`src/rtl/mem_arb_pkg.sv`:
```
// Shared encodings for the memory port arbiter: FSM states and grant owner codes.
// Latency: n/a (types and constants only).
// Backpressure: n/a.
package mem_arb_pkg;

  typedef enum logic [1:0] {
    IDLE = 2'd0,
    XFER = 2'd1,
    DONE = 2'd2
  } state_t;

  localparam logic [1:0] OWN_NONE = 2'd0;
  localparam logic [1:0] OWN_CORE = 2'd1;
  localparam logic [1:0] OWN_EXT  = 2'd2;

endpackage

```
`src/rtl/mem_arb_select.sv`:
```
// Winner selection between core and host requests; ARB_ROUND_ROBIN_EN selects alternating grants.
// Latency: purely combinational.
// Backpressure: none; the caller only consumes the result while idle.
module mem_arb_select (
  input  logic       i_core_req,
  input  logic       i_ext_req,
  input  logic       i_last_ext,
  output logic       o_gnt_vld,
  output logic [1:0] o_gnt_owner
);
  import mem_arb_pkg::*;

  assign o_gnt_vld = i_core_req | i_ext_req;

`ifdef ARB_ROUND_ROBIN_EN
  // On contention grant whoever was not served last; otherwise whoever asks.
  always_comb begin
    o_gnt_owner = OWN_NONE;
    if (i_core_req && i_ext_req) begin
      o_gnt_owner = i_last_ext ? OWN_CORE : OWN_EXT;
    end else if (i_core_req) begin
      o_gnt_owner = OWN_CORE;
    end else if (i_ext_req) begin
      o_gnt_owner = OWN_EXT;
    end
  end
`else
  // History is irrelevant with fixed priority.
  logic w_unused_last_ext;
  assign w_unused_last_ext = i_last_ext;

  // Fixed priority: the core always wins a contention.
  always_comb begin
    o_gnt_owner = OWN_NONE;
    if (i_core_req) begin
      o_gnt_owner = OWN_CORE;
    end else if (i_ext_req) begin
      o_gnt_owner = OWN_EXT;
    end
  end
`endif

endmodule

```
`src/rtl/mem_port_arbiter.sv`:
```
// Shares one memory port between core and host; IDLE/XFER/DONE FSM with bus timeout (macro ARB_ROUND_ROBIN_EN).
// Latency: 3 cycles minimum per transfer, +1 per memory wait cycle, error completion after TIMEOUT+1 XFER cycles.
// Backpressure: requesters hold req/payload until their one-cycle ready pulse; the loser waits for the next IDLE.
module mem_port_arbiter #(
  parameter int WIDTH   = 32,
  parameter int ADDR_W  = 32,
  parameter int TIMEOUT = 255
) (
  input  logic              CLK,
  input  logic              RST,
  input  logic              core_req,
  input  logic              core_we,
  input  logic [ADDR_W-1:0] core_addr,
  input  logic [WIDTH-1:0]  core_wdata,
  output logic [WIDTH-1:0]  core_rdata,
  output logic              core_ready,
  output logic              core_err,
  input  logic              ext_req,
  input  logic              ext_we,
  input  logic [ADDR_W-1:0] ext_addr,
  input  logic [WIDTH-1:0]  ext_wdata,
  output logic [WIDTH-1:0]  ext_rdata,
  output logic              ext_ready,
  output logic              ext_err,
  output logic              mem_req,
  output logic              mem_we,
  output logic [ADDR_W-1:0] mem_addr,
  output logic [WIDTH-1:0]  mem_wdata,
  input  logic [WIDTH-1:0]  mem_rdata,
  input  logic              mem_ready,
  output logic [1:0]        owner
);
  import mem_arb_pkg::*;

  localparam int CNT_W = $clog2(TIMEOUT + 1);
  localparam logic [CNT_W-1:0] CNT_MAX = '1;
  localparam logic [CNT_W-1:0] CNT_TO  = CNT_W'(TIMEOUT);

  state_t            r_state;
  logic [CNT_W-1:0]  r_cnt;
  logic [1:0]        r_owner;
  logic              r_mem_req;
  logic              r_mem_we;
  logic [ADDR_W-1:0] r_mem_addr;
  logic [WIDTH-1:0]  r_mem_wdata;
  logic [WIDTH-1:0]  r_core_rdata;
  logic              r_core_ready;
  logic              r_core_err;
  logic [WIDTH-1:0]  r_ext_rdata;
  logic              r_ext_ready;
  logic              r_ext_err;

  logic              w_gnt_vld;
  logic [1:0]        w_gnt_owner;
  logic              w_gnt_core;
  logic              w_last_ext;
  logic              w_own_core;
  logic [WIDTH-1:0]  w_rd_dat;

  mem_arb_select u_select (
    .i_core_req  (core_req),
    .i_ext_req   (ext_req),
    .i_last_ext  (w_last_ext),
    .o_gnt_vld   (w_gnt_vld),
    .o_gnt_owner (w_gnt_owner)
  );

  assign w_gnt_core = (w_gnt_owner == OWN_CORE);
  assign w_own_core = (r_owner == OWN_CORE);
  // Writes complete with zero read data.
  assign w_rd_dat   = r_mem_we ? '0 : mem_rdata;

`ifdef ARB_ROUND_ROBIN_EN
  logic r_last_ext;

  // Remember who was granted last; starting at ext lets the core win the first contention.
  always_ff @(posedge CLK or negedge RST) begin
    if (!RST) begin
      r_last_ext <= 1'b1;
    end else if (r_state == IDLE && w_gnt_vld) begin
      r_last_ext <= (w_gnt_owner == OWN_EXT);
    end
  end

  assign w_last_ext = r_last_ext;
`else
  assign w_last_ext = 1'b1;
`endif

  // Transfer sequencer: grant in IDLE, hold the memory strobe in XFER, pulse ready in DONE.
  always_ff @(posedge CLK or negedge RST) begin
    if (!RST) begin
      r_state      <= IDLE;
      r_cnt        <= '0;
      r_owner      <= OWN_NONE;
      r_mem_req    <= 1'b0;
      r_mem_we     <= 1'b0;
      r_mem_addr   <= '0;
      r_mem_wdata  <= '0;
      r_core_rdata <= '0;
      r_core_ready <= 1'b0;
      r_core_err   <= 1'b0;
      r_ext_rdata  <= '0;
      r_ext_ready  <= 1'b0;
      r_ext_err    <= 1'b0;
    end else begin
      case (r_state)
        IDLE: begin
          if (w_gnt_vld) begin
            r_owner     <= w_gnt_owner;
            r_mem_req   <= 1'b1;
            r_mem_we    <= w_gnt_core ? core_we    : ext_we;
            r_mem_addr  <= w_gnt_core ? core_addr  : ext_addr;
            r_mem_wdata <= w_gnt_core ? core_wdata : ext_wdata;
            r_cnt       <= '0;
            r_state     <= XFER;
          end
        end
        XFER: begin
          if (mem_ready) begin
            r_mem_req <= 1'b0;
            if (w_own_core) begin
              r_core_ready <= 1'b1;
              r_core_rdata <= w_rd_dat;
              r_core_err   <= 1'b0;
            end else begin
              r_ext_ready  <= 1'b1;
              r_ext_rdata  <= w_rd_dat;
              r_ext_err    <= 1'b0;
            end
            r_state <= DONE;
          end else if (r_cnt == CNT_TO) begin
            // Hung access: complete with an error and no data.
            r_mem_req <= 1'b0;
            if (w_own_core) begin
              r_core_ready <= 1'b1;
              r_core_rdata <= '0;
              r_core_err   <= 1'b1;
            end else begin
              r_ext_ready  <= 1'b1;
              r_ext_rdata  <= '0;
              r_ext_err    <= 1'b1;
            end
            r_state <= DONE;
          end else if (r_cnt != CNT_MAX) begin
            r_cnt <= r_cnt + 1'b1;
          end
        end
        DONE: begin
          r_core_ready <= 1'b0;
          r_core_rdata <= '0;
          r_core_err   <= 1'b0;
          r_ext_ready  <= 1'b0;
          r_ext_rdata  <= '0;
          r_ext_err    <= 1'b0;
          r_owner      <= OWN_NONE;
          r_state      <= IDLE;
        end
        default: r_state <= IDLE;
      endcase
    end
  end

  assign owner      = r_owner;
  assign mem_req    = r_mem_req;
  assign mem_we     = r_mem_we;
  assign mem_addr   = r_mem_addr;
  assign mem_wdata  = r_mem_wdata;
  assign core_rdata = r_core_rdata;
  assign core_ready = r_core_ready;
  assign core_err   = r_core_err;
  assign ext_rdata  = r_ext_rdata;
  assign ext_ready  = r_ext_ready;
  assign ext_err    = r_ext_err;

endmodule

```
`config.mk`:
```
export PLATFORM = sky130hd
export DESIGN_NAME = mem_port_arbiter
export DESIGN_NICKNAME = d
export VERILOG_FILES = /design/src/rtl/mem_arb_pkg.sv /design/src/rtl/mem_arb_select.sv /design/src/rtl/mem_port_arbiter.sv
export SDC_FILE = /design/constraint.sdc
export NUM_CORES = 1
export LEC_CHECK = 0
export ABC_CLOCK_PERIOD_IN_PS = 4900
export BUFFER_PORTS_ARGS = -buffer_cell sky130_fd_sc_hd__buf_2
export CAP_MARGIN = 20
export CELL_PAD_IN_SITES_DETAIL_PLACEMENT = 1
export CELL_PAD_IN_SITES_GLOBAL_PLACEMENT = 2
export CORE_MARGIN = 2
export CORE_UTILIZATION = 30
export DETAILED_ROUTE_END_ITERATION = 6
export PLACE_DENSITY_LB_ADDON = 0.25
export REMOVE_ABC_BUFFERS = 1
export SLEW_MARGIN = 20
export SYNTH_ARGS = -nofsm -noshare
export SYNTH_HDL_FRONTEND = slang
export SYNTH_SLANG_ARGS = --single-unit
```
`constraint.sdc`:
```
create_clock -name CLK -period 4.9 [get_ports CLK]
set_input_delay 0.98 -clock CLK [delete_from_list [all_inputs] [get_ports CLK]]
set_output_delay 0.98 -clock CLK [all_outputs]
set_load 0.02 [all_outputs]
```
Yosys cells after proc, flatten, opt, wreduce, memory -nomap -nowiden
Index checks and enable logic that the tools add are counted.
{ "totals": {"elab_cells": 89, "out_inout_bits": 136, "inputBits": 167, "ff_bits": 146} }
{ "classes": {"reduce_logical": 12, "n_eq_ne": 13, "n_addsub": 1, "bitwise": 1, "muxes": 49} }
{ "ops": {"columns": ["op", "n"], "rows": [
  ["$mux W32", 11],
  ["$pmux W32 S2", 2],
  ["$mux W8", 4],
  ["$mux W1", 18],
  ["$pmux W8 S2", 1],
  ["$mux W2", 6],
  ["$ne A2 B2 Y1 const B", 5],
  ["$pmux W1 S2", 5],
  ["$reduce_and A3 Y1", 3],
  ["$add A8 B1 Y8 const B", 1],
  ["$eq A8 B8 Y1 const B", 1],
  ["$ne A8 B8 Y1 const B", 1],
  ["$pmux W2 S2", 2],
  ["$reduce_and A2 Y1", 4],
  ["$eq A2 B1 Y1 const B", 3],
  ["$reduce_bool A2 Y1", 3],
  ["$reduce_and A5 Y1", 1],
  ["$ne A3 B3 Y1 const B", 1],
  ["$eq A2 B2 Y1 const B", 1],
  ["$logic_not A2 Y1", 1],
  ["$ne A2 B1 Y1 const B", 1],
  ["$or A1 B1 Y1", 1]
]} }

Depth between registers and ports, before layout
{ "logic_depth": {"word_depth": 5, "depth_mapped": 9, "ltp_nobuf": 6} }

Cells and area by module
A second synthesis with hierarchy kept.
{ "unflattened": {"cells_unflattened": 543, "area_unflattened_um2": 6358.6} }
{ "by_module_without_submodules": {"columns": ["mod", "seq_area_each_um2", "instances", "cells_each", "area_per_inst_um2"], "rows": [
  ["mem_port_arbiter", 3653.5, 1, 540, 6338.6],
  ["mem_arb_select", 0.0, 1, 3, 20.0]
]} }

Least setup slack after synthesis
No wires, ideal clock.
{ "synth_timing": {"path_type": "input -> register", "start": "input port core_req", "end": "register r_cnt[3]", "setup_time_ps": 124, "path_slack_ps": 2709, "arrival_ps": 2067, "n_path_buf": 1, "cell_stages": 5, "required_time_ps": 4776, "cell_sequence": "buf_2 > or3b_2 > o211ai_2 > nor3_1 > a211o_2"} }
{ "synth_between": {"elab_chain_len": 3} }
{ "synth_rtl": {"columns": ["item", "line_no", "source"], "rows": [
  ["start: declaration", "mem_port_arbiter.sv:11", "input logic core_req,"],
  ["$or A1 B1 Y1", "mem_arb_select.sv:13", "assign o_gnt_vld = i_core_req | i_ext_req;"],
  ["$ne A2 B1 Y1 (no line)", null, null],
  ["$reduce_and A5 Y1 (no line)", null, null],
  ["end signal: assignment", "mem_port_arbiter.sv:146", "r_cnt <= r_cnt + 1'b1;"],
  ["end: declaration", "mem_port_arbiter.sv:40", "logic [CNT_W-1:0] r_cnt;"]
]} }
Every way passes these cells.
A chain may end at the register's enable or synchronous reset.

Worst setup path in the final report
{ "layout_timing": {"start": "register r_state[1]", "end": "register r_core_rdata[20], in the netlist core_rdata[20]"} }
{ "layout_between": {"elab_chain_len": 3, "word_cells_on_any_way": 7, "cone_classes": "eq/ne (4); mux (1); reduce/logical (2)"} }
{ "layout_rtl": {"columns": ["item", "line_no", "source"], "rows": [
  ["start: declaration", "mem_port_arbiter.sv:39", "state_t r_state;"],
  ["start signal: assignment", "mem_port_arbiter.sv:93", "r_state <= IDLE;"],
  ["start signal: assignment", "mem_port_arbiter.sv:116", "r_state <= XFER;"],
  ["start signal: assignment", "mem_port_arbiter.sv:131", "r_state <= DONE;"],
  ["$eq A2 B1 Y1 / $eq A2 B2 Y1 (equally long branches)", "mem_port_arbiter.sv:107", "case (r_state)"],
  ["$ne A3 B3 Y1 (no line), or another cell as far along", null, null],
  ["$reduce_and A3 Y1 (no line)", null, null],
  ["end signal: assignment", "mem_port_arbiter.sv:124", "r_core_rdata <= w_rd_dat;"],
  ["end: declaration", "mem_port_arbiter.sv:46", "logic [WIDTH-1:0] r_core_rdata;"]
]} }
Parallel ways exist; a longest one is shown, timed or not.

==> run summary <==
CP cell instances = inv_1 -> ha_1 -> inv_1 -> nand2_2 -> buf_4 -> nand2_1 -> mux2i_1
Post-CTS Hold Buffers = 0
TritonCTS clock tree = yes
Post-DP HPWL = 15.2 mm
LEAKAGE = 4.65 nW
fraction of layout cells with a size suffix above 1 = 38.4%
antenna violations before repair = 5
Synth cell types = 46
largest net degree at the start of global routing = 132
Setup Skew = 0.0125 ns
wire length per cell = 17.2 um
Die H = 153 um
Met1 Wirelength = 8.98 mm
most frequent cells in the layout = 300 x buf_2, 170 x nand2_1, 146 x dfrtp_1
Worst Setup Start Kind = flip-flop
Detail Route met2 WL = 9.81 mm
commonest non-fill, non-tap cell in the layout = buf_2
Power, Total = 6.04 mW
Synth Flop Type = dfrtp_1
Post-CTS Resized = 0
delay-heaviest family, CP = simple AND/OR/NAND/NOR gates
Worst VDD drop = 0.332 mV
Antenna Nets Post-Route = 0
post-CTS setup buffer count = 0
number of I/O port buffers = 302
H-tree depth = 4
num ports = 303
mapped cell area = 6700 um2
DR vias/cell = 4.62
die area = 23600 um2
register area share after synthesis = 54.5%
vias in the first global route = 6052
crit path max fanout = 46
fin util = 41.2%
DR vias = 5586
Setup Viol. Count Final = 0
pwr dens = 670 nW/um2
hold_ws = 0.473 ns
hold crit path type = flip-flop to flip-flop
clock sink count = 146
GRT Overall Usage = 17.9%
setup ws final = 2.27 ns
Yosys warnings = 0
crit end category = flip-flop
final instance area = 9020 um2
Clock Latency Late Sink = 0.42 ns
post-route non-filler standard cell count = 1210
core area = 21900 um2
CTS buffer count = 17
WP data required = 5.23 ns
WP buf/inv = 3
Synth Register Bits = 146
measured slew at the worst slew-check pin = 0.945 ns
Slowest-stage cell, CP = nand2_2
num rows = 54
final RePlAce weighted congestion = 0.729
Final Hold Vio Count = 0
Synth Instances = 626
placed inst area = 8420 um2
Most common cell on crit path = inv_1
average size of a mapped cell = 10.7 um2
pre-CTS setup slack = 1.95 ns
EDFF count, synth = 0
CTS Buffer Depth = 2
sum of negative setup slack = 0 ns
DRC violations left = 0
critical path class = flip-flop to flip-flop
Slew Viols, Final = 0
Top Layer Used = met5
WL met3 = 1.75 mm
DRT Wirelength = 20.8 mm
Overflow after GRT = 0
status = complete, no violations
Layout area overhead = 34.6%
Die X = 153 um
period utilisation layout = 53.7%
CP peak stage delay = 0.73 ns
clock transition at the registers of the reported paths = 0.06 ns
clk root buf = clkbuf_16
max-cap violations = 0
Worst EP arrival = 2.96 ns
Async SR Flop Fraction = 100%
first-pass GRT wire length = 33.4 mm
placed cells = 1176
Initial DRC Count = 163
starting density of the core = 30.6%
number of detailed-route iterations in the first pass = 4
RSZ-0062 raised after global routing = no
Slew Limit Headroom = 36.7%
Max Freq = 380 MHz
Final nets = 1087
min Tclk post-route = 2.63 ns
## final cells by class
type                            count  area [um2]
Fill cell                        2621       12900
Clock buffer                       19         443
Tap cell                          280         350
Inverter                            5        18.8
Antenna cell                        3        7.51
Multi-Input combinational cell    435        2800
Clock inverter                     12         156
Timing Repair Buffer              310        1590
Sequential cell                   146        3650
## power by group
part | internal (mW) | total [mW] | leakage, nW | switching, mW
clock | 0.814 | 1.33 | 0.282 | 0.513
sequential | 1.77 | 2.07 | 1.89 | 0.304
combinational | 0.862 | 2.64 | 2.48 | 1.78
## worst reg2reg max path: stages (launching register included)
cell and delay (ns):
dfrtp_1 0.40, inv_1 0.12, ha_1 0.43, inv_1 0.23
nand2_2 0.73, buf_4 0.42, nand2_1 0.09, mux2i_1 0.14
## flip-flops by register name, indices dropped and copies added, names as in the netlist
register,flops
core_err,1
core_rdata,32
core_ready,1
ext_err,1
ext_rdata,32
ext_ready,1
mem_addr,32
mem_req,1
mem_wdata,32
mem_we,1
owner,2
r_cnt,8
r_state,2
## layer usage
layer	track usage, %	up-vias
met4	4.46	6
met1	22.3	2632
met2	29.4	214
met5	0	-
met3	6.97	19
li1	-	2715
## cells in the mapped netlist (all sizes together) (3+ instances only)
library cell,number,area [um2]
nand3,7,35.0
o21ai,75,375
ha,5,62.6
a21oi,5,36.3
o211ai,3,27.5
nand2,171,642
nor2b,3,18.8
dfrtp,146,3650
clkbuf,19,82.6
nand2b,3,18.8
a31oi,6,37.5
inv,5,18.8
nor2,3,13.8
mux2i,131,1310
buf,19,145
## worst paths after layout
path,startpoint,endpoint,slack (ns),depth (start not counted)
max in group asynchronous,RST,core_rdata[12]$_DFFE_PN0P_,3.28,2
hold / removal,mem_wdata[5]$_DFFE_PN0P_,mem_wdata[5]$_DFFE_PN0P_,0.47,2
setup reg to reg,r_state[1]$_DFFE_PN0P_,core_rdata[20]$_DFFE_PN0P_,2.27,7
hold reg to reg,mem_wdata[5]$_DFFE_PN0P_,mem_wdata[5]$_DFFE_PN0P_,0.47,2
min in group asynchronous,RST,core_rdata[29]$_DFFE_PN0P_,0.58,1
setup / recovery,r_state[1]$_DFFE_PN0P_,core_rdata[20]$_DFFE_PN0P_,2.27,7
## kinds of logic (layout without fill, tap and decap cells)
family	Yosys count	after routing	share of synthesized area, %
mux	132	132	19.7
fa+ha+maj	5	5	0.934
buf+inv	45	346	4.05
simple gates	202	202	12.7
compound gates	96	96	8.10
flops	146	146	54.5
other cells	0	3	0
(Power assumes the default switching activity.)
